## config.mk

```make
export PLATFORM = sky130hd
export DESIGN_NAME = serial_nor_adder
export DESIGN_NICKNAME = d
export VERILOG_FILES = /design/src/rtl/serial_nor_adder.sv
export SDC_FILE = /design/constraint.sdc
export NUM_CORES = 1
export LEC_CHECK = 0
export CORE_UTILIZATION = 45
export DETAILED_ROUTE_END_ITERATION = 10
export PLACE_DENSITY = 0.67
export SLEW_MARGIN = 20
export SYNTH_ARGS = -nofsm -noshare
export SYNTH_HDL_FRONTEND = slang
export SYNTH_SLANG_ARGS = --single-unit
export TNS_END_PERCENT = 1
```

## constraint.sdc

```tcl
create_clock -name clk -period 3.66 [get_ports clk]
set_input_delay 0.732 -clock clk [delete_from_list [all_inputs] [get_ports clk]]
set_output_delay 0.732 -clock clk [all_outputs]
set_load 0.005 [all_outputs]
```

## src/rtl/serial_nor_adder.sv

```systemverilog
// Bit-serial adder: sequences two WIDTH-bit operands LSB-first through two
// cascaded NOR-only half-adder stages and a carry register, with valid/ready on both sides.
module serial_nor_adder #(
    parameter int WIDTH = 8
) (
    input  logic             clk,
    input  logic             rst_n,
    input  logic             in_valid,
    output logic             in_ready,
    input  logic [WIDTH-1:0] a,
    input  logic [WIDTH-1:0] b,
    input  logic             cin,
    output logic             out_valid,
    input  logic             out_ready,
    output logic [WIDTH-1:0] sum,
    output logic             cout,
    output logic             busy
);

    localparam int CNT_W = $clog2(WIDTH) + 1;

    localparam logic [1:0] IDLE  = 2'd0;
    localparam logic [1:0] SHIFT = 2'd1;
    localparam logic [1:0] DONE  = 2'd2;

    logic [1:0]       state_q, state_d;
    logic [WIDTH-1:0] a_q, a_d;
    logic [WIDTH-1:0] b_q, b_d;
    logic             c_q, c_d;
    logic [CNT_W-1:0] cnt_q, cnt_d;
    logic [WIDTH-1:0] acc_q, acc_d;
    logic [WIDTH-1:0] sum_q, sum_d;
    logic             cout_q, cout_d;

    logic [1:0]       ha1, ha2;
    logic             carry_next;
    logic [WIDTH-1:0] acc_shift;

    function automatic logic nor2(input logic x, input logic y);
        return ~(x | y);
    endfunction

    // Half adder built only from NOR gates; returns {carry, sum}.
    function automatic logic [1:0] half_add(input logic x, input logic y);
        logic n1, n2, n3, xn, s, c;
        n1 = nor2(x, y);
        n2 = nor2(x, n1);
        n3 = nor2(y, n1);
        xn = nor2(n2, n3);
        s  = nor2(xn, xn);
        c  = nor2(nor2(x, x), nor2(y, y));
        return {c, s};
    endfunction

    always_comb begin
        ha1        = half_add(a_q[0], b_q[0]);
        ha2        = half_add(ha1[0], c_q);
        carry_next = ha1[1] | ha2[1];
        acc_shift  = (acc_q >> 1) | (WIDTH'(ha2[0]) << (WIDTH - 1));
    end

    always_comb begin
        state_d = state_q;
        a_d     = a_q;
        b_d     = b_q;
        c_d     = c_q;
        cnt_d   = cnt_q;
        acc_d   = acc_q;
        sum_d   = sum_q;
        cout_d  = cout_q;
        case (state_q)
            IDLE: begin
                if (in_valid) begin
                    a_d     = a;
                    b_d     = b;
                    c_d     = cin;
                    cnt_d   = '0;
                    acc_d   = '0;
                    state_d = SHIFT;
                end
            end
            SHIFT: begin
                a_d   = a_q >> 1;
                b_d   = b_q >> 1;
                c_d   = carry_next;
                acc_d = acc_shift;
                cnt_d = cnt_q + CNT_W'(1);
                // Output registers only update on the last bit, so sum/cout stay stable mid-operation.
                if (cnt_q == CNT_W'(WIDTH - 1)) begin
                    sum_d   = acc_shift;
                    cout_d  = carry_next;
                    state_d = DONE;
                end
            end
            DONE: begin
                if (out_ready) begin
                    state_d = IDLE;
                end
            end
            default: state_d = IDLE;
        endcase
    end

    always_ff @(posedge clk or negedge rst_n) begin
        if (!rst_n) begin
            state_q <= IDLE;
            a_q     <= '0;
            b_q     <= '0;
            c_q     <= 1'b0;
            cnt_q   <= '0;
            acc_q   <= '0;
            sum_q   <= '0;
            cout_q  <= 1'b0;
        end else begin
            state_q <= state_d;
            a_q     <= a_d;
            b_q     <= b_d;
            c_q     <= c_d;
            cnt_q   <= cnt_d;
            acc_q   <= acc_d;
            sum_q   <= sum_d;
            cout_q  <= cout_d;
        end
    end

    assign in_ready  = (state_q == IDLE);
    assign busy      = (state_q != IDLE);
    assign out_valid = (state_q == DONE);
    assign sum       = sum_q;
    assign cout      = cout_q;

endmodule

```

==> summary.txt <==
Timing
  • Final worst-path cycle share: 71.09%
  • Tmin final: 2.602 ns
  • Max Fclk: 384.3 MHz
  • Final Hold Fails: 0
  • Max-slew headroom: 43.74%
  • RSZ-0062 raised after global routing: false
  • Setup TNS: 0 ns
  • Pin slew with the least headroom to its limit: 0.8440 ns
  • Final WS setup: 1.058 ns
  • Setup Skew: 0.001973 ns
  • Max-slew violations: 0
  • # setup viols final: 0

Floorplanning
  • Row count: 21
  • Area of the die: 0.004028 sq mm
  • Core area: 0.003468 sq mm
  • Width of the die: 63.47 um
  • IO Pins: 33
  • Initial core utilization: 49.03%
  • DIE HEIGHT: 63.47 um

Clock tree
  • Reg clk slew, reported paths: 0.07 ns
  • TritonCTS buffer count: 5
  • CTS Hold Bufs: 0
  • Setup bufs post-CTS: 0
  • Clk Latency, worst-skew pair: 0.29 ns
  • # clock sinks: 39
  • Clock Tree Buf Depth: 2
  • Htree depth: 2
  • Root Driver: clkbuf_8
  • CTS tree: built
  • Post-CTS Resized: 0

Yosys
  • #FFs+latches synth: 39
  • Post-synthesis mux area share: 7.285%
  • Adder-cell share of the synthesized area: 1.913%
  • Register area share after synthesis: 57.40%
  • Synth Area in Compound Gates: 19.06%
  • Avg Inst Size Synth: 11.73 sq um
  • Synth area leaders: dfrtp_1, mux2_2, a22oi_1
  • Synth Area in Simple Gates: 9.639%
  • YS warnings: 0
  • Xor-xnor portion of the synthesized cell area: 0%
  • Post-synth top flop: dfrtp_1
  • Mapped Nets: 168
  • Mapped Cells: 145
  • Post-synth EDFFs: 0
  • Cell variety after synth: 26
  • Main combinational cell family by area after synthesis: compound AO/OA/AOI/OAI gates
  • Area share of the largest cell type after synthesis: 57.40%
  • FFs w/ async S/R, synth: 100.0%
  • Post-Syn Area: 0.001700 sq mm
  • Post-synth top area cell: dfrtp_1

Power
  • Switch Pwr: 468.8 uW
  • Sequential power share: 43.6%
  • Pwr dens: 752.1 mW/mm^2
  • P_leak: 0.9578 nW
  • Clock power frac: 25.7%
  • VDD IR max: 0.3376 mV
  • Cell-internal power: 1.147 mW
  • Combinational share of power: 30.7%
  • Switching Fraction: 29.01%

Drt
  • Detailed-route via count: 1,195
  • Initial DRC Count: 69
  • WL final: 3174 um
  • Residual DRC count: 0
  • WL per Instance: 14.36 um
  • DR pass1 iterations: 4
  • Vias per Instance: 5.407
  • Final ANT Viol Nets: 0

Final layout
  • Fin area: 0.002148 sq mm
  • Commonest non-fill, non-tap cell in the layout: dfrtp_1
  • Synthesis-to-finish area growth: 26.34%
  • Final net count: 197
  • Share of layout cells above drive strength 1: 13.14%
  • # diodes: 0
  • Most frequent cells in the layout: dfrtp_1, clkdlybuf4s50_1, nand2_1, o21ai_0

Place
  • Port Buffer Count: 32
  • Cell Area, Placed: 0.002016 sq mm
  • Post-DP HPWL: 2106 um
  • GP Congestion: 0.7087
  • Pre-CTS setup slack: 1.172 ns

Setup path
  • Worst setup EP type: output pin
  • Critical path class: reg2out
  • Critical Path AT: 1.87 ns
  • Worst Setup Start Kind: register
  • Worst-path maximum fanout: 22
  • Req. time, crit path: 2.93 ns

GRT
  • Initial antenna violation count: 0
  • Vias in the first global route: 1,255
  • Largest net degree at the start of global routing: 40
  • GRT overflow: 0
  • First-pass GRT wire length: 5658 um
  • Total Routing Usage GR: 18.65%

Flow run
  • Max Cap Viol: 0

Status
  • Outcome: finished, final reports clean

Hold path
  • Tightest Hold Check Type: reg2reg
-- power by group through the flow --
stage	logic, mW	registers [mW]	clock network [mW]
3_5_place_dp	0.502	0.711	0
5_1_grt	0.555	0.729	0.447
3_3_place_gp	0.483	0.706	0
6_report	0.496	0.704	0.416
4_1_cts	0.504	0.705	0.429
2_1_floorplan	0.346	0.682	0
-- worst paths after layout --
| kind | from | endpoint | slack [ns] | cells past startpoint |
|---|---|---|---|---|
| setup / recovery | state_q[1] | out_valid | 1.06 | 2 |
| hold / removal | a_q[1] | a_q[1] | 0.49 | 2 |
| max in group asynchronous | rst_n | sum[7] | 2.58 | 1 |
| min in group asynchronous | rst_n | b_q[7] | 0.53 | 1 |
| hold reg to reg | a_q[1] | a_q[1] | 0.49 | 2 |
| setup reg to reg | state_q[1] | cout | 1.46 | 3 |
-- cell families after synthesis --
group | after synthesis
AO/OA/AOI/OAI | 47
flip-flops | 39
AND/OR/NAND/NOR | 31
adder cells (fa/ha/maj) | 2
buffers and inverters | 15
multiplexers | 11
-- stage by stage --
| stage | hold WS (ns) | utilization [%] | total power, mW | instances |
|---|---|---|---|---|
| after global routing | 0.5098 | 61.94 | 1.731 | 221 |
| after floorplan | 0.4364 | - | 1.028 | 145 |
| final | 0.4872 | 61.94 | 1.616 | 221 |
| after global placement | 0.4627 | 58.12 | 1.189 | 213 |
| after CTS | 0.4919 | 61.94 | 1.637 | 221 |
| after detailed placement | 0.4760 | 58.12 | 1.213 | 213 |
-- Yosys cell counts (3+ instances only) --
cell type,count
dfrtp_1,39
a22oi_1,11
a21oi_1,6
a22o_1,9
inv_1,4
o21ai_0,15
nor2_1,3
and3b_1,4
nand2_1,18
mux2_2,11
buf_2,7
-- critical path, stage by stage, from the launching register on --
cell	delay, ns
dfrtp_1	0.78
nor2b_1	0.27
clkdlybuf4s50_1	0.53
-- registers in the layout, indices dropped and copies added, names as in the netlist --
register / count
c_q: 1
b_q: 8
cout: 1
cnt_q: 4
sum: 8
acc_q: 7
a_q: 8
state_q: 2
-- layer usage --
| metal | track usage [%] | part of all wire, % | up-vias |
|---|---|---|---|
| met5 | 0 | 0 | - |
| met4 | 8.523 | 2.1 | 0 |
| met3 | 5.978 | 4.6 | 8 |
| met2 | 30.05 | 49 | 26 |
| met1 | 22.59 | 44 | 593 |
| li1 | - | - | 568 |
-- area by class of cell --
class | instances | area (sq um)
Clock inverter | 2 | 60.06
Timing Repair Buffer | 33 | 322.8
Multi-Input combinational cell | 91 | 644.4
Tap cell | 46 | 57.56
Inverter | 4 | 15.01
Fill cell | 303 | 1320
Clock buffer | 6 | 72.57
Sequential cell | 39 | 975.9
Power figures use the tool's default switching activity.
